[src/rtl/tempo_pkg.sv]
// Shared types and helpers for the tempo control slice: widths, divider
// state encoding and binary-to-BCD conversion for the seven-segment digits.
package tempo_pkg;

    localparam int BPM_W    = 8;
    localparam int PERIOD_W = 32;
    localparam int BCD_W    = 4;

    typedef enum logic [1:0] {
        IDLE = 2'd0,
        DIV  = 2'd1,
        DONE = 2'd2
    } div_state_t;

    typedef struct packed {
        logic [BCD_W-1:0] hund;
        logic [BCD_W-1:0] tens;
        logic [BCD_W-1:0] units;
    } bcd3_t;

    // Split an 8-bit tempo into hundreds/tens/units digits.
    function automatic bcd3_t bin8_to_bcd(input logic [BPM_W-1:0] b);
        bcd3_t            r;
        logic [BPM_W-1:0] rest;
        r.hund  = BCD_W'(b / 8'd100);
        rest    = b % 8'd100;
        r.tens  = BCD_W'(rest / 8'd10);
        r.units = BCD_W'(rest % 8'd10);
        return r;
    endfunction

endpackage

[src/rtl/tempo_ctrl_key_debounce.sv]
// One raw push-button: 2-FF synchronizer, stable-level debounce counter and a
// single-cycle press pulse on the released->pressed (1->0) transition.
module key_debounce #(
    parameter int DEBOUNCE_CYCLES = 500000
) (
    input  logic clock,
    input  logic reset,
    input  logic key_n,
    output logic press
);

    localparam int CW = (DEBOUNCE_CYCLES > 1) ? $clog2(DEBOUNCE_CYCLES) : 1;
    localparam logic [CW-1:0] LAST = CW'(DEBOUNCE_CYCLES - 1);

    logic          sync1;
    logic          sync2;
    logic          level;
    logic [CW-1:0] count;

    // Synchronize, then accept a level change only after it has been stable.
    always_ff @(posedge clock) begin
        if (!reset) begin
            sync1 <= 1'b0;
            sync2 <= 1'b0;
            level <= 1'b1;
            count <= '0;
            press <= 1'b0;
        end else begin
            sync1 <= key_n;
            sync2 <= sync1;
            press <= 1'b0;
            if (sync2 == level) begin
                count <= '0;
            end else if (count == LAST) begin
                level <= sync2;
                count <= '0;
                press <= ~sync2;
            end else begin
                count <= count + CW'(1);
            end
        end
    end

endmodule

[src/rtl/tempo_ctrl.sv]
// Tempo owner for the metronome: debounced tap keys and switch presets set
// bpm, the BCD digits follow bpm, and a 32-step restoring divider turns bpm
// into a beat period in clock cycles.
//
// Output handshake: period_valid is a one-cycle strobe qualifying
// beat_period; there is no ready, the consumer samples beat_period on the
// strobe. beat_period only changes on the strobe cycle and is otherwise
// stable, so a partially computed quotient is never visible.
module tempo_ctrl
    import tempo_pkg::*;
#(
    parameter int CLK_HZ          = 50000000,
    parameter int DEBOUNCE_CYCLES = 500000,
    parameter int BPM_MIN         = 60,
    parameter int BPM_MAX         = 230,
    parameter int BPM_STEP        = 10,
    parameter int BPM_DEFAULT     = 120
) (
    input  logic                clock,
    input  logic                reset,
    input  logic                tapup_n,
    input  logic                tapdown_n,
    input  logic [4:0]          sw_preset,
    output logic [BPM_W-1:0]    bpm,
    output logic [BCD_W-1:0]    hex100,
    output logic [BCD_W-1:0]    hex10,
    output logic [BCD_W-1:0]    hex0,
    output logic [PERIOD_W-1:0] beat_period,
    output logic                period_valid,
    output logic                busy
);

    localparam logic [63:0]         DIVIDEND_W   = 64'(CLK_HZ) * 64'd60;
    localparam logic [PERIOD_W-1:0] DIVIDEND     = DIVIDEND_W[PERIOD_W-1:0];
    localparam logic [PERIOD_W-1:0] RESET_PERIOD = PERIOD_W'(DIVIDEND_W / 64'(BPM_DEFAULT));
    localparam logic [BPM_W-1:0]    BMIN         = BPM_W'(BPM_MIN);
    localparam logic [BPM_W-1:0]    BMAX         = BPM_W'(BPM_MAX);
    localparam logic [BPM_W-1:0]    BSTEP        = BPM_W'(BPM_STEP);
    localparam logic [BPM_W-1:0]    BDEF         = BPM_W'(BPM_DEFAULT);
    localparam bcd3_t               DEFAULT_BCD  = bin8_to_bcd(BDEF);

    // ---------------- input conditioning ----------------
    logic       up_press;
    logic       dn_press;
    logic [4:0] sw_s1;
    logic [4:0] sw_s2;
    logic [4:0] sw_last;

    key_debounce #(.DEBOUNCE_CYCLES(DEBOUNCE_CYCLES)) u_key_up (
        .clock (clock),
        .reset (reset),
        .key_n (tapup_n),
        .press (up_press)
    );

    key_debounce #(.DEBOUNCE_CYCLES(DEBOUNCE_CYCLES)) u_key_dn (
        .clock (clock),
        .reset (reset),
        .key_n (tapdown_n),
        .press (dn_press)
    );

    // ---------------- tempo update ----------------
    logic [15:0]      preset_sum;
    logic [BPM_W-1:0] preset_val;
    logic [BPM_W:0]   up_sum;
    logic [BPM_W-1:0] up_val;
    logic [BPM_W-1:0] dn_val;
    logic [BPM_W-1:0] bpm_next;
    logic             bpm_update;
    bcd3_t            digits_next;

    // Next tempo: a switch change wins, then a lone key press, saturating.
    always_comb begin
        preset_sum = 16'(BPM_MIN) + 16'(BPM_STEP) * {11'd0, sw_s2};
        preset_val = (preset_sum > 16'(BPM_MAX)) ? BMAX : preset_sum[BPM_W-1:0];
        up_sum     = {1'b0, bpm} + {1'b0, BSTEP};
        up_val     = (up_sum > {1'b0, BMAX}) ? BMAX : up_sum[BPM_W-1:0];
        dn_val     = ({1'b0, bpm} < ({1'b0, BMIN} + {1'b0, BSTEP})) ? BMIN : (bpm - BSTEP);
        bpm_next   = bpm;
        if (sw_s2 != sw_last) begin
            bpm_next = preset_val;
        end else if (up_press && !dn_press) begin
            bpm_next = up_val;
        end else if (dn_press && !up_press) begin
            bpm_next = dn_val;
        end
        bpm_update  = (bpm_next != bpm);
        digits_next = bin8_to_bcd(bpm_next);
    end

    // Tempo, display digits and switch synchronizer registers.
    always_ff @(posedge clock) begin
        if (!reset) begin
            sw_s1   <= '0;
            sw_s2   <= '0;
            sw_last <= '0;
            bpm     <= BDEF;
            hex100  <= DEFAULT_BCD.hund;
            hex10   <= DEFAULT_BCD.tens;
            hex0    <= DEFAULT_BCD.units;
        end else begin
            sw_s1   <= sw_preset;
            sw_s2   <= sw_s1;
            sw_last <= sw_s2;
            bpm     <= bpm_next;
            hex100  <= digits_next.hund;
            hex10   <= digits_next.tens;
            hex0    <= digits_next.units;
        end
    end

    // ---------------- beat period divider ----------------
    div_state_t          state;
    logic                bpm_changed;
    logic [BPM_W-1:0]    divisor;
    logic [PERIOD_W-1:0] quot;
    logic [BPM_W-1:0]    rem;
    logic [4:0]          bit_cnt;
    logic [BPM_W:0]      rem_shift;
    logic                rem_fits;
    logic [BPM_W-1:0]    rem_next;

    // One restoring-division step: shift in the next dividend bit, subtract if it fits.
    always_comb begin
        rem_shift = {rem, quot[PERIOD_W-1]};
        rem_fits  = (rem_shift >= {1'b0, divisor});
        rem_next  = rem_fits ? (rem_shift[BPM_W-1:0] - divisor) : rem_shift[BPM_W-1:0];
    end

    // Divider FSM: latch bpm on IDLE exit, 32 quotient bits, publish in DONE.
    always_ff @(posedge clock) begin
        if (!reset) begin
            state        <= IDLE;
            bpm_changed  <= 1'b0;
            divisor      <= '0;
            quot         <= '0;
            rem          <= '0;
            bit_cnt      <= '0;
            beat_period  <= RESET_PERIOD;
            period_valid <= 1'b0;
            busy         <= 1'b0;
        end else begin
            period_valid <= 1'b0;
            case (state)
                IDLE: begin
                    if (bpm_changed) begin
                        divisor <= bpm;
                        quot    <= DIVIDEND;
                        rem     <= '0;
                        bit_cnt <= '0;
                        busy    <= 1'b1;
                        state   <= DIV;
                    end
                end
                DIV: begin
                    quot    <= {quot[PERIOD_W-2:0], rem_fits};
                    rem     <= rem_next;
                    bit_cnt <= bit_cnt + 5'd1;
                    if (bit_cnt == 5'd31) begin
                        state <= DONE;
                    end
                end
                DONE: begin
                    beat_period  <= quot;
                    period_valid <= 1'b1;
                    busy         <= 1'b0;
                    state        <= IDLE;
                end
                default: state <= IDLE;
            endcase
            // A tempo change on the very edge that starts a division must not be lost.
            if (bpm_update) begin
                bpm_changed <= 1'b1;
            end else if (state == IDLE && bpm_changed) begin
                bpm_changed <= 1'b0;
            end
        end
    end

endmodule

[config.mk]
export PLATFORM = sky130hd
export DESIGN_NAME = tempo_ctrl
export DESIGN_NICKNAME = d
export VERILOG_FILES = /design/src/rtl/tempo_pkg.sv /design/src/rtl/tempo_ctrl_key_debounce.sv /design/src/rtl/tempo_ctrl.sv
export SDC_FILE = /design/constraint.sdc
export NUM_CORES = 1
export LEC_CHECK = 0
export BUFFER_PORTS_ARGS = -buffer_cell sky130_fd_sc_hd__buf_4
export CAP_MARGIN = 25
export CORE_MARGIN = 1
export CORE_UTILIZATION = 60
export DETAILED_ROUTE_END_ITERATION = 8
export GPL_TIMING_DRIVEN = 0
export PLACE_DENSITY = 0.82
export SLEW_MARGIN = 10
export SYNTH_ARGS = -nofsm -noshare
export SYNTH_HDL_FRONTEND = slang
export SYNTH_SLANG_ARGS = --single-unit
[constraint.sdc]
create_clock -name clock -period 5.45 [get_ports clock]
set_clock_uncertainty 0.15 [all_clocks]
set_input_delay 1.09 -clock clock [delete_from_list [all_inputs] [get_ports clock]]
set_output_delay 1.09 -clock clock [all_outputs]
set_load 0.05 [all_outputs]
==> results.md <==
- Share of the synthesized area in the top cell type: 40.4%
- Setup tns final: 0 ns
- Max Buffers Root-to-Sink: 2
- Initial core utilization: 62.1%
- Biggest area consumer among synthesized cells: dfxtp_1
- Iteration-0 DRC Markers: 749
- WL final: 20.3 mm
- CTS Sinks: 168
- CTS tree: done
- DP Worst Slack: 0.0605 ns
- Hold Buf Count CTS: 0
- Filler cell count in the final layout: 1018
- Slew headroom: 39.2%
- Max VDD drop: 0.000258 V
- Clock slew at reported path FFs: 0.07 ns
- Dpl cells: 1217
- Largest net degree at the start of global routing: 17
- Vias in the first global route: 7081
- HPWL after detailed placement: 14.2 mm
- ANT nets after route: 0
- Clock network power share: 32.8%
- CP bufs+invs: 1
- Top delay family on crit path: compound AO/OA/AOI/OAI gates
- Psw: 1.31 mW
- Final Hold Fails: 0
- Min-Delay Startpoint: sw_s1[0]
- Routability cong.: 0.952
- Worst hold endpoint: sw_s2[0]
- Crit path max fanout: 9
- IO Port Bufs: 59
- Io pins: 63
- Cell area after synthesis: 8320 sq um
- Ys Warns: 0
- Critical Path, Cell by Cell: ha_1 -> ha_1 -> fa_2 -> or4_4 -> a22o_1 -> a221o_1 -> o21a_1 -> or2_4 -> o21a_1 -> buf_6 -> a211oi_1 -> mux2_2 -> nand2_1 -> or3_1 -> a31oi_1 -> o21a_1
- Slew Viols, Final: 0
- Die height: 120 um
- Worst Path Class, Setup: reg -> reg
- Switch share: 35.2%
- First-pass GRT wire length: 33.8 mm
- Syn Inst Count: 981
- Seq pwr share: 36.3%
- Core area: 13400 sq um
- Register area: 3370 sq um
- Drt wl/cell: 16.3 um
- Detailed Routing Iterations Pass 1: 5
- Reg2reg path depth: 16
- R2R setup slack: 0.22 ns
- Critical-path top delay cell: or4_4
- Comb power frac: 30.9%
- Synthesized area per cell: 8.49 sq um
- Yosys reg bits: 168
- Required @ worst endpoint: 5.66 ns
- DRC Markers: 0
- Finished Layout Cells: 1251
- P_int: 2.40 mW
- WP data arrival: 5.43 ns
- N_diodes: 0
- Initial antenna violation count: 0
- Lkg Pwr: 3.72 nW
- Final Critical Period: 5.23 ns
- Post-synthesis sequential area ratio: 40.4%
- RR Endpoint: hex0[2]
- H-tree depth: 4
- R2r startpoint: sw_s2[3]
- Most used cell, CP: o21a_1
- Die Area: 14300 sq um
- Maximum achievable frequency: 0.191 GHz
- # nets final: 1096
- CP Capture Type: flop
- Worst Tran Pin Value: 0.901 ns
- Layout cells sized above 1: 13.4%
- Max Cap Viol: 0
- Status: complete, no violations
- Site Rows: 42
- Cell Pwr Density: 383 nW/um^2
- Die width: 120 um
- RSZ-0062 raised after global routing: false
- Multi-input gate area in the final layout: 4670 sq um
- Synth cell types: 77
- Clk Latency, worst-skew pair: 0.43 ns
- Startpoint types: flop
- Layout area overhead: 16.3%
- CTS Buf Count: 17
- Final period utilization: 95.9%
- GRT Overall Usage: 29.0%
- DR vias/cell: 6.13
- Area contributors post-synth: dfxtp_1, nor2_1, nand2_1
- Worst hold path cell count: 1
- Final setup viols: 0
- Worst hold path type: reg -> reg
- Number of flops mapped to enable cells by yosys: 0
- Asr flop ratio synth: 0%
- Worst setup margin: 0.225 ns
- Total number of vias: 7672
- Gr ovfl total: 0
- Critical path's largest stage delay: 0.57 ns
- Pwr Total: 3.71 mW
- Root buffer selected by CTS: clkbuf_16
- Most used DFF post-synth: dfxtp_1
[layout by cell type, fill, tap and decap left out, drive strengths merged, types with 6 or more instances in the layout]
cell type / instances
a211oi: 10
and2: 20
mux2i: 6
nor2b: 8
a31oi: 9
nor3: 22
a22oi: 12
o21a: 9
o211ai: 11
o22a: 14
nor3b: 7
nand4: 12
nor4: 8
a22o: 21
ha: 23
and3: 12
o21ai: 40
xnor2: 30
inv: 31
a21o: 13
xor2: 33
nand2: 93
nor2: 102
clkbuf: 66
nand2b: 6
a21oi: 66
nand3: 58
dfxtp: 168
buf: 77
[cell type report]
cell class	instances	share of cell area, %
repair buffers	61	4.73
well taps	176	2.28
clock buffers	18	4.43
inverters	24	0.931
flip-flops and latches	168	34.8
multi-input cells	726	48.2
plain buffers	64	2.95
clock inverters	14	1.68
[cell usage after synthesis (20+ instances only)]
| cell | n |
|---|---|
| o21ai_0 | 37 |
| a22o_1 | 21 |
| inv_1 | 24 |
| dfxtp_1 | 168 |
| nor2_1 | 99 |
| ha_1 | 23 |
| xnor2_1 | 30 |
| nand3_1 | 58 |
| nor3_1 | 20 |
| and2_1 | 20 |
| nand2_1 | 93 |
| xor2_1 | 33 |
| a21oi_1 | 65 |
| clkbuf_1 | 48 |
[through the flow]
step / hold slack, ns / utilization (%) / area, sq um
floorplan: 0.262 / - / 8330
global placement: 0.264 / 67.1 / 8990
detailed placement: 0.269 / 67.1 / 8990
CTS: 0.285 / 71.5 / 9580
global route: 0.304 / 72.2 / 9680
finish: 0.279 / 72.2 / 9680
[sequential cells by signal, indices dropped and copies added (netlist names), 3 cells and up]
signal and count:
divisor 8, hex10 4, sw_s1 5, rem 8, sw_s2 5, beat_period 32
hex0 3, sw_last 5, bit_cnt 5, u_key_dn.count 19, u_key_up.count 19, bpm 8
quot 32
[power groups by stage]
stage / logic, mW / clock network (mW) / registers, mW
2_1_floorplan: 0.735 / 0 / 1.46
3_3_place_gp: 1.06 / 0 / 1.37
3_5_place_dp: 1.08 / 0 / 1.37
4_1_cts: 1.09 / 1.22 / 1.34
5_1_grt: 1.25 / 1.27 / 1.35
6_report: 1.15 / 1.22 / 1.35
[logic make-up after synthesis]
kind of cell / share of synthesized area, %
AND/OR/NAND/NOR: 21.3
AO/OA/AOI/OAI: 22.4
flip-flops: 40.4
buffers and inverters: 4.51
XOR/XNOR: 6.63
adder cells (fa/ha/maj): 3.94
multiplexers: 0.857
other: 0.0450
[worst max path at each step]
stage | start | to | slack, ns | cells after the start
2_1_floorplan | sw_s2[3] | hex0[3] | 0.63 | 18
3_3_place_gp | sw_s2[3] | hex0[3] | 0.14 | 16
3_5_place_dp | sw_s2[3] | hex0[3] | 0.06 | 16
4_1_cts | sw_s2[3] | hex0[3] | 0.0008 | 16
5_1_grt | sw_s2[3] | hex0[3] | 0.03 | 17
6_report | sw_s2[3] | hex0[2] | 0.22 | 16
[worst reg2reg max path, cell delays in order, from the launching register on]
cell and delay [ns]:
dfxtp_2 0.34, ha_1 0.28, ha_1 0.24, fa_2 0.48, or4_4 0.57, a22o_1 0.19, a221o_1 0.41, o21a_1 0.25
or2_4 0.29, o21a_1 0.20, buf_6 0.14, a211oi_1 0.42, mux2_2 0.36, nand2_1 0.09, or3_1 0.31, a31oi_1 0.22
o21a_1 0.20
[per-layer routing]
| metal | GRT usage (%) | vias up | routed length, um | share of wire [%] |
|---|---|---|---|---|
| met3 | 5.61 | 47 | 1430 | 7.0 |
| li1 | - | 3693 | - | - |
| met2 | 46.2 | 314 | 9550 | 47 |
| met5 | 0 | - | 0 | 0 |
| met4 | 10.2 | 0 | 363 | 1.8 |
| met1 | 39.1 | 3618 | 9010 | 44 |
[what timing repair did]
item                                    4_1_cts  5_1_grt
endpoints found under the setup margin        0        4
resized for setup                             0       15
buffers inserted                              0        2
No activity file was read; power rests on OpenSTA's default activity.
